### src/rtl/alu_seq.sv
// alu_seq: registered multi-cycle ALU with NZCV flag register and start/done handshake.
// Executes the 16 processor func codes; non-shift ops finish on the accept edge,
// shifts step one bit per cycle in the SHIFT state.
// Optional feature macro: ALU_BARREL_EN -- when defined, LSL/LSR finish in a single cycle
// through a barrel shifter and the SHIFT state is never entered.
module alu_seq #(
    parameter int WIDTH = 16,
    parameter int SHW   = $clog2(WIDTH) + 1
) (
    input  logic             clk,
    input  logic             rst,
    input  logic             start,
    input  logic [3:0]       func,
    input  logic [WIDTH-1:0] OP0,
    input  logic [WIDTH-1:0] OP1,
    input  logic             flag_en,
    output logic             busy,
    output logic             done,
    output logic [WIDTH-1:0] Q,
    output logic [3:0]       flag_out,
    output logic             b_out
);

    localparam logic [3:0] F_JMP = 4'h0;
    localparam logic [3:0] F_ADD = 4'h1;
    localparam logic [3:0] F_SUB = 4'h2;
    localparam logic [3:0] F_LSL = 4'h3;
    localparam logic [3:0] F_LSR = 4'h4;
    localparam logic [3:0] F_AND = 4'h5;
    localparam logic [3:0] F_OR  = 4'h6;
    localparam logic [3:0] F_XOR = 4'h7;
    localparam logic [3:0] F_LD  = 4'h8;
    localparam logic [3:0] F_ST  = 4'h9;
    localparam logic [3:0] F_MOV = 4'hA;
    localparam logic [3:0] F_BEQ = 4'hB;
    localparam logic [3:0] F_BNE = 4'hC;
    localparam logic [3:0] F_BLT = 4'hD;
    localparam logic [3:0] F_BGT = 4'hE;
    localparam logic [3:0] F_CMP = 4'hF;

    localparam logic [WIDTH-1:0] WIDTH_OP = WIDTH'(WIDTH);
    localparam logic [SHW-1:0]   WIDTH_N  = SHW'(WIDTH);
    localparam logic [SHW-1:0]   CNT_ONE  = SHW'(1);

    typedef enum logic {IDLE, SHIFT} state_t;

    state_t           state_q, state_d;
    logic [WIDTH-1:0] q_q, q_d;
    logic [3:0]       flag_q, flag_d;
    logic             b_q, b_d;
    logic             done_q, done_d;
    logic [WIDTH-1:0] sh_val_q, sh_val_d;
    logic [SHW-1:0]   sh_cnt_q, sh_cnt_d;
    logic             sh_left_q, sh_left_d;
    logic             sh_fe_q, sh_fe_d;

    logic [WIDTH:0]   add_sum;
    logic [WIDTH:0]   sub_sum;
    logic             add_v;
    logic             sub_v;
    logic [SHW-1:0]   n_clamp;
    logic [WIDTH-1:0] step_val;
    logic             step_c;
    logic             flag_z, flag_n, flag_v;

    // Flag word layout {C,N,V,Z}; N and Z always come from the freshly computed result.
    function automatic logic [3:0] mk_flags(input logic c, input logic v, input logic [WIDTH-1:0] r);
        return {c, r[WIDTH-1], v, (r == '0)};
    endfunction

`ifdef ALU_BARREL_EN
    logic [WIDTH:0] shres;

    // Returns {C,Q}; the extra top bit catches the last bit shifted out (0 when n=0).
    function automatic logic [WIDTH:0] barrel_lsl(input logic [WIDTH-1:0] a, input logic [SHW-1:0] n);
        logic [WIDTH:0] w;
        w = {1'b0, a} << n;
        return w;
    endfunction

    // Returns {C,Q}; the extra bottom bit catches the last bit shifted out (0 when n=0).
    function automatic logic [WIDTH:0] barrel_lsr(input logic [WIDTH-1:0] a, input logic [SHW-1:0] n);
        logic [WIDTH:0] w;
        w = {a, 1'b0} >> n;
        return {w[0], w[WIDTH:1]};
    endfunction
`endif

    assign add_sum = {1'b0, OP0} + {1'b0, OP1};
    assign sub_sum = {1'b0, OP0} + {1'b0, ~OP1} + {{WIDTH{1'b0}}, 1'b1};
    assign add_v   = (OP0[WIDTH-1] == OP1[WIDTH-1]) && (add_sum[WIDTH-1] != OP0[WIDTH-1]);
    assign sub_v   = (OP0[WIDTH-1] != OP1[WIDTH-1]) && (sub_sum[WIDTH-1] != OP0[WIDTH-1]);

    // Shift counts beyond the datapath width behave exactly like a full-width shift.
    assign n_clamp = (OP1 >= WIDTH_OP) ? WIDTH_N : OP1[SHW-1:0];

    assign step_c   = sh_left_q ? sh_val_q[WIDTH-1] : sh_val_q[0];
    assign step_val = sh_left_q ? {sh_val_q[WIDTH-2:0], 1'b0} : {1'b0, sh_val_q[WIDTH-1:1]};

    // Branch conditions read the flag register as it stands when the branch is accepted.
    assign flag_z = flag_q[0];
    assign flag_v = flag_q[1];
    assign flag_n = flag_q[2];

    assign busy     = (state_q == SHIFT);
    assign done     = done_q;
    assign Q        = q_q;
    assign flag_out = flag_q;
    assign b_out    = b_q;

    // Next-state and next-register logic: issue/execute in IDLE, bit-serial stepping in SHIFT.
    always_comb begin
        state_d   = state_q;
        q_d       = q_q;
        flag_d    = flag_q;
        b_d       = b_q;
        done_d    = 1'b0;
        sh_val_d  = sh_val_q;
        sh_cnt_d  = sh_cnt_q;
        sh_left_d = sh_left_q;
        sh_fe_d   = sh_fe_q;
`ifdef ALU_BARREL_EN
        shres     = '0;
`endif
        case (state_q)
            IDLE: begin
                if (start) begin
                    done_d = 1'b1;
                    b_d    = 1'b0;
                    case (func)
                        F_JMP: begin
                            q_d = OP1;
                            b_d = 1'b1;
                        end
                        F_ADD: begin
                            q_d = add_sum[WIDTH-1:0];
                            if (flag_en) flag_d = mk_flags(add_sum[WIDTH], add_v, add_sum[WIDTH-1:0]);
                        end
                        F_SUB, F_CMP: begin
                            q_d = sub_sum[WIDTH-1:0];
                            if (flag_en || (func == F_CMP))
                                flag_d = mk_flags(sub_sum[WIDTH], sub_v, sub_sum[WIDTH-1:0]);
                        end
                        F_LSL, F_LSR: begin
`ifdef ALU_BARREL_EN
                            shres = (func == F_LSL) ? barrel_lsl(OP0, n_clamp) : barrel_lsr(OP0, n_clamp);
                            q_d   = shres[WIDTH-1:0];
                            if (flag_en) flag_d = mk_flags(shres[WIDTH], 1'b0, shres[WIDTH-1:0]);
`else
                            if (n_clamp == '0) begin
                                q_d = OP0;
                                if (flag_en) flag_d = mk_flags(1'b0, 1'b0, OP0);
                            end else begin
                                // Defer completion: b_out keeps its value until the shift finishes.
                                done_d    = 1'b0;
                                b_d       = b_q;
                                state_d   = SHIFT;
                                sh_val_d  = OP0;
                                sh_cnt_d  = n_clamp;
                                sh_left_d = (func == F_LSL);
                                sh_fe_d   = flag_en;
                            end
`endif
                        end
                        F_AND: begin
                            q_d = OP0 & OP1;
                            if (flag_en) flag_d = mk_flags(1'b0, 1'b0, OP0 & OP1);
                        end
                        F_OR: begin
                            q_d = OP0 | OP1;
                            if (flag_en) flag_d = mk_flags(1'b0, 1'b0, OP0 | OP1);
                        end
                        F_XOR: begin
                            q_d = OP0 ^ OP1;
                            if (flag_en) flag_d = mk_flags(1'b0, 1'b0, OP0 ^ OP1);
                        end
                        F_LD, F_ST, F_MOV: begin
                            q_d = add_sum[WIDTH-1:0];
                        end
                        F_BEQ: begin
                            q_d = OP1;
                            b_d = flag_z;
                        end
                        F_BNE: begin
                            q_d = OP1;
                            b_d = !flag_z;
                        end
                        F_BLT: begin
                            q_d = OP1;
                            b_d = (flag_n != flag_v);
                        end
                        F_BGT: begin
                            q_d = OP1;
                            b_d = !flag_z && (flag_n == flag_v);
                        end
                        default: ;
                    endcase
                end
            end
            SHIFT: begin
                sh_val_d = step_val;
                sh_cnt_d = sh_cnt_q - CNT_ONE;
                if (sh_cnt_q == CNT_ONE) begin
                    // Last bit: its shifted-out value becomes C.
                    q_d     = step_val;
                    if (sh_fe_q) flag_d = mk_flags(step_c, 1'b0, step_val);
                    b_d     = 1'b0;
                    done_d  = 1'b1;
                    state_d = IDLE;
                end
            end
            default: state_d = IDLE;
        endcase
    end

    // Control and architectural registers; reset drops any in-flight op without touching flags further.
    always_ff @(posedge clk) begin
        if (rst) begin
            state_q <= IDLE;
            q_q     <= '0;
            flag_q  <= '0;
            b_q     <= 1'b0;
            done_q  <= 1'b0;
        end else begin
            state_q <= state_d;
            q_q     <= q_d;
            flag_q  <= flag_d;
            b_q     <= b_d;
            done_q  <= done_d;
        end
    end

    // Shifter working registers; only meaningful while in SHIFT, so they carry no reset.
    always_ff @(posedge clk) begin
        sh_val_q  <= sh_val_d;
        sh_cnt_q  <= sh_cnt_d;
        sh_left_q <= sh_left_d;
        sh_fe_q   <= sh_fe_d;
    end

endmodule

### config.mk
export PLATFORM = sky130hd
export DESIGN_NAME = alu_seq
export DESIGN_NICKNAME = d
export VERILOG_FILES = /design/src/rtl/alu_seq.sv
export SDC_FILE = /design/constraint.sdc
export NUM_CORES = 1
export LEC_CHECK = 0
export ABC_AREA = 1
export CAP_MARGIN = 20
export CORE_MARGIN = 4
export CORE_UTILIZATION = 45
export CTS_CLUSTER_SIZE = 20
export DETAILED_ROUTE_END_ITERATION = 8
export GPL_ROUTABILITY_DRIVEN = 0
export HOLD_SLACK_MARGIN = 0.12
export PLACE_DENSITY = 0.66
export SYNTH_ARGS = -nofsm -noshare
export SYNTH_HDL_FRONTEND = slang
export SYNTH_SLANG_ARGS = --single-unit
### constraint.sdc
create_clock -name clk -period 4.4 [get_ports clk]
set_clock_uncertainty 0.15 [all_clocks]
set_input_delay 0.88 -clock clk [delete_from_list [all_inputs] [get_ports clk]]
set_output_delay 0.88 -clock clk [all_outputs]
set_load 0.01 [all_outputs]
==> results summary, run 1 <==
The flow ran to the end, and the final reports show no timing, DRC or antenna violations. The I/O pin count came out at 63. Power spread over the standard cell area amounts to 235.2 mW/mm^2. The post-cts sizing count came out at 0. The fraction of power consumed by combinational cells came out at 43.6%.

The reg2reg setup slack is 1.65 ns. The repair_antennas step left the layout with diodes totalling 0. The signal on the critical path passes through clkdlybuf4s50_1 > inv_1 > ha_1 > nor2_1 > nand2_1 > nand2_1 > nand2_1 > nand2_1 > nand3_1 > nand2_1 > nand2_1 > nand2_1 > nor2_1 > nand3_1 > nand3_1 > nand2_1 > a21oi_2. Across the run, the number of max-cap violations was 0. The type of the worst setup path is input port to flop.

The endpoint of the worst register-to-register path is flag_out[3]. The flop and latch count out of synthesis is 46. The share of total power dissipated in the clock network is 23.6%.

The power dissipated by switching net loads came out at 597.8 uW. After clock tree synthesis, the clock-pin slew on the worst setup and hold paths is 0.06 ns. Of all nets on the critical path, the largest fanout is 10. Ranked by total cell area, the synthesized netlist is headed by nand2_1, edfxtp_1, ha_1. The effective utilization at floorplan is 46.29%. Along the worst hold path, the cell count comes to 2. The sequential cell area is 0.001151 sq mm. After routing the design area is 0.006461 sq mm. The leakage power total came out at 0.003059 uW.

The internal power component is 922.0 uW. The sink count of the clock tree is 46. The proportion of total power due to net switching came out at 39.33%. The net count after synthesis came out at 976. The number of fillers in the final layout is 1258. The die span in x came out at 119.4 microns.

The count of nets after finishing is 1024. In this run the clock root is driven by a clkbuf_16. The overall overflow remaining after global route is 0.

The share of the synthesized netlist area taken by xor and xnor gates is 1.412%. The total length of routed wires came out at 20.59 mm. The worst setup slack after placement came out at 0.3971 ns.

Entering global routing, the biggest net connects 29 pins. Setup repair after global routing left no endpoint under its margin. The highest cell delay on the worst timing path came out at 0.65 ns. The number of search-and-repair iterations in the first detailed-routing pass came out at 6. The most common cell in the synthesized netlist is nand2_1.

In the routed layout, each cell is associated on average with a via count of 5.771. After synthesis, the largest family of logic cells by area is simple AND/OR/NAND/NOR gates. The number of buffers created by CTS is 5. The count of input and output buffers is 62. The cell type of the slowest stage on the worst timing path is clkdlybuf4s50_1. The path with the worst hold slack has its endpoint at b_out. The final number of max-transition violations is 0.

Setup slack closes at 0.5648 ns. The worst setup path is captured at a flop. Among the stages of the critical path, the cell type that occurs most often is nand2_1. The average wire per standard cell came out at 18.72 microns. The post-placement cell count came out at 1092. The HPWL after detailed placement is 16.46 mm. Counting flops with an async set or reset pin after synthesis yields a share of 0%. The area growth from synthesis to layout came out at 15.73%. The minimum clock period is 3.835 ns. Of the post-synthesis cell area, the dominant cell type holds 15.67%. The highest clock frequency the design can meet is 260.7 MHz.

The count of flip-flops with a built-in enable after synthesis is 23. Summing the sequential cell areas from Yosys gives 20.62% of the chip area. The final-report setup violation count is 0. The worst-skew pair later-pin latency is 0.29 ns. The summed negative setup slack over all endpoints is 0 ns. The number of buffers added to fix hold violations after cts is 0.

Detailed routing inserted a total of 6348 vias. The multi-input combinational cell area came out at 0.003791 sq mm. The most used flip-flop cell after synthesis is edfxtp_1. The die span in y came out at 119.4 microns. The number of hold violations in the final report came to 0.

The synthesis warning total is 0. Summing the areas of all and, or, nand and nor instances in the mapped netlist gives 34.85% of the synthesized area. The number of DRC markers in iteration 0 is 1016. Data arrives at the worst endpoint at 3.85 ns. The worst hold path class is flop to flop. The floorplan step defined a core boundary enclosing 0.01206 sq mm. The number of distinct library cell variants in the gate-level netlist after synthesis is 49. The number of global-route vias before repair came to 5955. In this run the most critical hold path is launched from b_out.

The number of core rows is 40. The path depth of the worst reg2reg path is 9. The synthesized netlist occupies a cell area of 0.005583 sq mm. The worst setup path is launched from an input port. The start of the worst register-to-register path is busy. By count the netlist is led by nand2_1, inv_1, nor2_1, nand3_1, o21ai_0. The compound-gate portion of the synthesized area came out at 18.42%. The average instance in the mapped netlist occupies 6.323 sq um.

Buffers added to address setup during post-CTS repair amount to 0. The total DRC errors in the routed layout is 0. Once placement finished, the instance area stood at 0.006324 sq mm. The fraction of power consumed by sequential logic is 32.8%. Global routing used 28.71% of the available tracks across all layers. The total number of H-tree levels came out at 2.

The synthesized netlist devotes 12.15% of its cell area to adder and majority cells. The wire length of the first global-routing pass is 32.37 mm. The final cell count without fillers came out at 1100. The post-synthesis cell count is 883.

The largest vdd supply drop is 134.6 uV. The number of nets still failing antenna checks after routing came out at 0. The floorplan step defined a die boundary enclosing 0.01425 sq mm. The tightest slew margin relative to the limit came out at 47.00%. In this run the deepest clock path goes through 2 buffers. The initial antenna violation count is 0. The fraction of layout cells with a size suffix above 1 came out at 5.687%. TritonCTS built the clock tree. The final clock period utilization by the worst path came out at 87.16%. For the pin with the worst max-slew slack, the measured transition is 0.7897 ns. The share of cell area taken by muxes after synthesis is 1.076%. At the worst endpoint, the required time is 4.41 ns. Of all cell types, the one taking the most synthesized area is nand2_1.
[layout by cell type (no fill, tap or decap), types with 19 or more instances in the layout]
cell / Yosys / layout
nand2_1: 233 / 233
nand3_1: 71 / 71
nand4_1: 19 / 19
a21oi_1: 39 / 39
ha_1: 51 / 51
o21ai_0: 57 / 57
inv_1: 119 / 119
clkdlybuf4s50_1: 0 / 62
dfxtp_1: 23 / 23
nor2_1: 74 / 74
edfxtp_1: 23 / 23
[metal layers]
layer | share of wire, % | up-vias | GRT usage, % | routed length (microns)
met2 | 43 | 361 | 44.33 | 8911
met3 | 9.6 | 52 | 3.609 | 1969
met5 | 0 | - | 0 | 0
li1 | - | 3042 | - | -
met4 | 3.6 | 0 | 10.88 | 731
met1 | 44 | 2893 | 40.79 | 8979
[worst max-delay path, delay by kind of cell]
kind                       cells  cell delay [ns]
and+or+nand+nor               13             1.66
buffers and inverters          2             0.79
adders and majority gates      1             0.46
AOI/OAI and AO/OA              1             0.05
[area by class of cell]
cell class                      instances  area share [%]
Timing Repair Buffer                   71           10.65
Clock buffer                            6           1.995
Sequential cell                        46           17.82
Multi-Input combinational cell        679           58.68
Inverter                              128           7.475
Tap cell                              168           3.253
Clock inverter                          2          0.1356
[worst max-delay path by stage]
stage	start	endpoint	slack [ns]	cells after the start
4_1_cts	OP0[2]	flag_out[0]	0.69	17
2_1_floorplan	OP0[0]	flag_out[0]	1.70	18
3_5_place_dp	OP0[2]	flag_out[0]	0.40	17
6_report	OP0[2]	flag_out[0]	0.56	17
3_3_place_gp	OP0[2]	flag_out[0]	0.40	17
5_1_grt	OP0[2]	flag_out[0]	0.40	17
[power by group through the flow]
stage / sequential (uW) / clock [uW] / combinational, uW
finish: 498 / 358 / 663
global route: 502 / 382 / 729
CTS: 498 / 363 / 644
detailed placement: 507 / 0 / 640
global placement: 506 / 0 / 641
floorplan: 513 / 0 / 400
[cell families after synthesis]
family,Yosys count
AO/OA/AOI/OAI,170
adder cells (fa/ha/maj),53
multiplexers,6
flip-flops,46
buffers and inverters,158
AND/OR/NAND/NOR,441
XOR/XNOR,9
[metrics by stage]
step | hold slack, ns | total power (uW) | util, %
final | 0.3225 | 1520 | 53.57
after global routing | 0.3376 | 1613 | 53.57
after CTS | 0.3227 | 1505 | 53.57
after detailed placement | 0.3145 | 1147 | 52.43
after global placement | 0.3096 | 1148 | 52.43
after floorplan | 0.3316 | 912.8 | -
[state kept, by name (all words and copies together) (netlist names)]
signal / cells
flag_out: 4
busy: 1
sh_cnt_q: 5
b_out: 1
sh_val_q: 16
sh_fe_q: 1
done: 1
Q: 16
sh_left_q: 1
Power figures use the tool's default switching activity.
==> run 2, diff against run 1 <==
Settings changed: CORE_UTILIZATION 45 to 63, PLACE_DENSITY 0.66 to 0.88.
==> run 2 against run 1 <==
Critical path depth is 3 lower. Global-route usage rose by 9.8 points. Design area is 2.2% lower. Largest cell class unchanged. Sequential share of layout area is 0.41 points higher. Fmax up 3.3%.
==> results summary, run 2 (synthesized netlist as in run 1, its figures left out) <==
The number of core rows is 34 (-15%). The worst-skew pair later-pin latency came out at 0.30 ns (about the same). The final clock period utilization by the worst path is 84.39% (-2.8 points). The post-layout instance area came out at 0.006316 sq mm (-2.2%). The flow ran to the end, and the final reports show no timing, DRC or antenna violations. The die span in x is 102.1 microns (-14%). The core outline area is 0.008678 sq mm (-28%).

The critical path is of the input port to flop type. Setup repair after global routing left no endpoint under its margin. The final-report setup violation count came out at 0 (unchanged). The path depth of the worst reg2reg path is 9 (unchanged). The routed via count came out at 6778 (+6.8%). In this run the top signal layer used is met4. The area after detailed placement was 0.006211 sq mm (-1.8%). The required time of the critical path came out at 4.48 ns (+0.07 ns).

The total number of H-tree levels was 2 (unchanged). The library cell used most frequently in the layout, excluding fill and tap cells, is nand2_1. The internal power component came out at 858.3 uW (-6.9%).

The minimum clock period came out at 3.713 ns (-0.1219 ns). The number of global-route vias before repair came to 6239 (+4.8%). The total DRC errors in the routed layout is 0 (unchanged).

The fraction of power consumed by combinational cells was 45.5% (+1.9 points). The number of max-cap violations came out at 0 (unchanged). The number of buffers created by CTS came out at 5 (unchanged). The number of hold violations in the final report came out at 0 (unchanged). The clock transition time at the flip-flop clock pins of the worst setup and hold paths was 0.10 ns (+0.04 ns). The final number of max-transition violations is 0 (unchanged).

The met2 wirelength from detailed routing was 8.652 mm (-2.9%). The tightest slew margin relative to the limit came out at 50.46% (+3.5 points). The die span in y is 102.1 microns (-14%). The core utilization of the finished layout was 72.78% (+19 points). The HPWL after detailed placement came out at 15.89 mm (-3.4%). The count of input and output buffers came to 62 (unchanged). The number of search-and-repair iterations in the first detailed-routing pass came out at 6 (unchanged).

The worst setup path is captured at a flop. The leakage power total is 0.003017 uW (-1.4%). Clock tree synthesis selected as its root buffer the cell clkbuf_8.

The total length of routed wires is 20.31 mm (-1.4%). The all-layer global routing usage is 38.51% (+9.8 points). The effective utilization at floorplan is 64.33% (+18 points). The sink count of the clock tree came to 46 (unchanged). The worst hold path cell count came to 2 (unchanged). The share of power burned in the clock network is 20.4% (-3.2 points). The number of buffers inserted by post-CTS setup repair is 0 (unchanged). The fraction of power consumed by sequential logic is 34.1% (+1.3 points). The area enclosed by the die boundary was 0.01043 sq mm (-27%). The actual transition at the worst max-transition pin is 0.7431 ns (-0.04658 ns). The fraction of layout cells with a size suffix above 1 was 5.286% (-0.40 points).

The total met3 wirelength after detailed routing is 3.234 mm (+64%). The wire length of the first global-routing pass is 31.32 mm (-3.2%). The power dissipated by switching net loads is 608.9 uW (+1.9%). The proportion of total power due to net switching is 41.50% (+2.2 points). The number of buffers added to fix hold violations after cts came out at 0 (unchanged). The number of nets still failing antenna checks after routing is 0 (unchanged). The maximum root-to-sink buffer count is 2 (unchanged). The overall overflow remaining after global route is 0 (unchanged).

The maximum number of pins on one net before global-route repair is 29 (unchanged). The number of fillers in the final layout is 719 (-43%). The via density per instance is 6.549 (+13%). The library cells used most frequently in the layout, excluding fill and tap cells, are nand2_1, inv_1, nor2_1.

The worst hold path belongs to the class flop to flop. The initial antenna violation count was 0 (unchanged). The met1 wire length is 7.189 mm (-20%). The arrival time at the worst endpoint is 3.80 ns (-0.05 ns). The I/O pin count is 63 (unchanged).

The post-cts sizing count is 0 (unchanged). The worst setup path is launched from an input port. TritonCTS built the clock tree. The average wire per standard cell came out at 19.62 microns (+4.8%). The highest clock frequency the design can meet is 269.3 MHz (+3.3%). The summed negative setup slack over all endpoints is 0 ns (unchanged). The cell area power density came to 232.3 mW/mm^2 (-1.2%). The number of antenna diodes was 0 (unchanged). Compared with the post-synthesis result, the final layout area differs by 13.13%. The worst-path maximum fanout was 10 (unchanged).

The number of DRC markers in iteration 0 came out at 1054 (+3.7%). The largest vdd supply drop was 174.9 uV (+30%). The count of nets after finishing is 1019 (-0.49%).
-- run 2: cell types whose count changed in the layout (fill, tap and decap cells not counted) --
cell	before	now
clkbuf_8	0	5
clkinv_1	1	0
clkinvlp_4	0	1
clkinv_2	1	0
buf_4	9	4
clkbuf_16	5	1
-- run 2: power groups by stage --
stage	Combinational, uW	Clock [uW]	Sequential, uW
after global placement	614	0	507
after floorplan	400	0	513
final	667	300	500
after CTS	635	294	499
after detailed placement	630	0	509
after global routing	715	311	503
-- run 2: final timing paths --
check | from | endpoint | slack (ns)
worst max register to register | busy | flag_out[3] | 1.47
worst max-delay path | OP0[2] | flag_out[1] | 0.69
worst min-delay path | b_out | b_out | 0.33
worst min register to register | b_out | b_out | 0.33
-- run 2: stage by stage --
stage	hold WS, ns	total power, uW	cells	setup WS [ns]
floorplan	0.3316	912.8	883	1.696
CTS	0.3316	1428	1035	0.8480
finish	0.3292	1467	1035	0.6866
global route	0.3593	1529	1035	0.5837
global placement	0.3054	1121	1027	0.6541
detailed placement	0.3157	1139	1027	0.5499
-- run 2: cell type report --
cell class	instances	area, sq um	area share, %
multi-input combinational	679	3791	60.02
sequential	46	1151	18.22
timing repair buffer	66	650.6	10.30
inverter	128	483.0	7.647
tap	108	135.1	2.139
clock buffer	7	97.59	1.545
clock inverter	1	7.507	0.1189
-- run 2: layer usage --
| metal | GRT usage [%] | up-vias |
|---|---|---|
| li1 | - | 3032 |
| met2 | 59.92 | 610 |
| met1 | 49.29 | 2997 |
| met3 | 10.44 | 139 |
| met4 | 18.97 | 0 |
| met5 | 0 | - |
-- run 2: worst max-delay path, cell delays in order --
cell             delay [ns]
clkdlybuf4s50_1        0.61
inv_1                  0.12
ha_1                   0.45
nor2_1                 0.33
nand2_1                0.13
nand2_1                0.18
nand2_1                0.09
nand2_1                0.17
nand3_1                0.12
nand2_1                0.13
nor2_1                 0.05
o22ai_1                0.31
nand2_1                0.09
a21oi_1                0.13
==> run 3, diff against run 2 <==
Settings changed: CORE_UTILIZATION 63 to 58, PLACE_DENSITY 0.88 to 0.82.
Clock period 4.4 ns to 3.5 ns, I/O delays scaled along.
==> run 3 against run 2 <==
The run now ends with negative setup slack left. Via count up 2.7%. Critical path depth fell by 1. Sequential share of layout area shrank 0.94 points. Count of clock-buffer cells in the layout decreased by 1. Non-clock buffer count up 45.
==> results summary, run 3 (synthesized netlist as in run 1, its figures left out) <==
The count of input and output buffers came to 62 (unchanged). The wire length of the first global-routing pass came out at 32.68 mm (+4.3%). The sink count of the clock tree came to 46 (unchanged). The die span in x was 106.1 microns (+3.9%). The final number of max-transition violations came to 0 (unchanged).

The highest clock frequency the design can meet came out at 283.7 MHz. The all-layer global routing usage was 36.29% (-2.2 points). The maximum root-to-sink buffer count is 2 (unchanged).

The number of hold violations in the final report is 0 (unchanged). The I/O pin count came out at 63 (unchanged). The path depth of the worst reg2reg path is 9 (unchanged). The worst-path maximum fanout came out at 4 (-6). The number of nets still failing antenna checks after routing came out at 0 (unchanged). The largest vdd supply drop was 151.3 uV (-13%). The area after detailed placement came out at 0.006575 sq mm (+5.9%). The number of DRC markers in iteration 0 is 1069 (+1.4%). The CTS tree is built. The library cell used most frequently in the layout, excluding fill and tap cells, is nand2_1. The run finished, with violations left. The post-layout instance area came out at 0.006658 sq mm (+5.4%). The number of max-cap violations is 0 (unchanged). The worst setup path is launched from an input port. The worst setup slack after placement came out at -0.1348 ns (-0.6847 ns). The critical path is of the input port to flop type.

The leakage power total is 0.003227 uW (+6.9%). The minimum clock period came out at 3.525 ns. The effective utilization at floorplan came out at 60.13% (-4.2 points). After layout, the worst path uses 100.7% of the clock period.

The number of global-route vias before repair came to 6518 (+4.5%). The tree is rooted in a clkbuf_8. The total length of routed wires is 20.82 mm (+2.5%). The number of search-and-repair iterations in the first detailed-routing pass was 6 (unchanged). The post-layout total power came to 1855 uW (+26%). The overall overflow remaining after global route was 0 (unchanged).

The number of fillers in the final layout came out at 811 (+13%). The endpoint with the worst hold slack is b_out. The number of buffers created by CTS was 5 (unchanged). The number of antenna diodes came out at 0 (unchanged). The total number of H-tree levels is 2 (unchanged). The area enclosed by the die boundary is 0.01126 sq mm (+7.9%).

The final-report setup violation count came out at 1 (+1). The endpoint of the worst register-to-register path is flag_out[0]. The number of buffers inserted by post-CTS setup repair came out at 0 (unchanged). The average wire per standard cell came out at 18.91 microns (-3.6%). The number of buffers added to fix hold violations after cts came out at 0 (unchanged). The worst hold path begins at b_out. The smallest hold slack was 0.3206 ns (-0.008585 ns). The checks that failed: negative setup slack.

The clock transition time at the flip-flop clock pins of the worst setup and hold paths came out at 0.09 ns (about the same). Setup repair after global routing left no endpoint under its margin. The tightest slew margin relative to the limit is 56.88% (+6.4 points). The routed via count came out at 6959 (+2.7%).

The core outline area is 0.009284 sq mm (+7.0%). The total DRC errors in the routed layout is 0 (unchanged). In the layout the commonest cells are nand2_1, inv_1, nor2_1. The die span in y was 106.1 microns (+3.9%). The tightest min-delay check is of the flop to flop type. The fraction of layout cells with a size suffix above 1 came out at 9.671% (+4.4 points). The capturing element type of the critical path is a flop.

The post-cts sizing count came out at 0 (unchanged). The worst hold path cell count came out at 2 (unchanged). The reg2reg setup slack is 1.01 ns (-0.46 ns). The initial antenna violation count is 0 (unchanged). The maximum number of pins on one net before global-route repair came out at 29 (unchanged). The required time of the critical path came out at 3.54 ns (-0.94 ns). The actual transition at the worst max-transition pin is 0.6305 ns (-0.1127 ns). The count of nets after finishing was 1064 (+4.4%). The HPWL after detailed placement is 16.59 mm (+4.4%). Compared with the post-synthesis result, the final layout area differs by 19.25%. The slack of the critical path is -0.02517 ns (-0.7118 ns). The via density per instance is 6.321 (-3.5%). The number of core rows is 35 (+2.9%). The summed negative setup slack over all endpoints came out at -0.02517 ns (-0.02517 ns). The cell area power density is 278.6 mW/mm^2 (+20%). The start of the worst register-to-register path is busy. The worst-skew pair later-pin latency came to 0.30 ns (about the same). The arrival time at the worst endpoint came out at 3.57 ns (-0.23 ns).
run 3: cell count changes in the layout (fill, tap and decap cells not counted):
cell | before | now
clkbuf_16 | 1 | 0
buf_4 | 4 | 49
clkinv_2 | 0 | 2
clkinvlp_4 | 1 | 0
run 3: area by class of cell:
type                            count  area (sq um)  share of cell area [%]
Multi-Input combinational cell    679          3791                   56.94
Clock buffer                        6         72.57                   1.090
Sequential cell                    46          1151                   17.29
Clock inverter                      2         10.01                  0.1503
Timing Repair Buffer              111         988.4                   14.85
Tap cell                          129         161.4                   2.424
Inverter                          128         483.0                   7.254
run 3: worst max-delay path by stage:
stage                      start     endpoint  slack, ns
final                     OP0[0]         Q[4]      -0.03
after global placement    OP0[0]         Q[4]      -0.09
after global routing      OP0[0]         Q[4]       0.03
after CTS                 OP0[0]         Q[4]       0.17
after floorplan           OP0[0]  flag_out[0]       0.98
after detailed placement  OP0[0]         Q[4]      -0.13
run 3: worst max-delay path: stages:
cell	delay (ns)
clkdlybuf4s50_1	0.56
inv_1	0.11
ha_1	0.25
fa_1	0.40
inv_1	0.13
nand2_1	0.12
nand2_1	0.13
nand3_1	0.08
nand2_1	0.13
nor2_1	0.05
o41ai_1	0.63
buf_4	0.21
a31oi_1	0.06
run 3: layer usage:
metal | GRT usage (%) | wire length, microns | part of all wire, %
met4 | 17.30 | 1180 | 5.7
met1 | 47.36 | 7810 | 38
met5 | 0 | 0 | 0
met2 | 56.38 | 8795 | 42
met3 | 8.561 | 3034 | 15
run 3: metrics by stage:
step                      cells  util (%)
after floorplan             883         -
after global placement     1093     70.82
after detailed placement   1093     70.82
after CTS                  1101     71.71
after global routing       1101     71.71
final                      1101     71.71
run 3: power breakdown:
part	internal [uW]	total, uW	switching, uW
Combinational	332	896	563
Sequential	605	627	22.6
Clock	139	332	193
Total	1080	1850	779
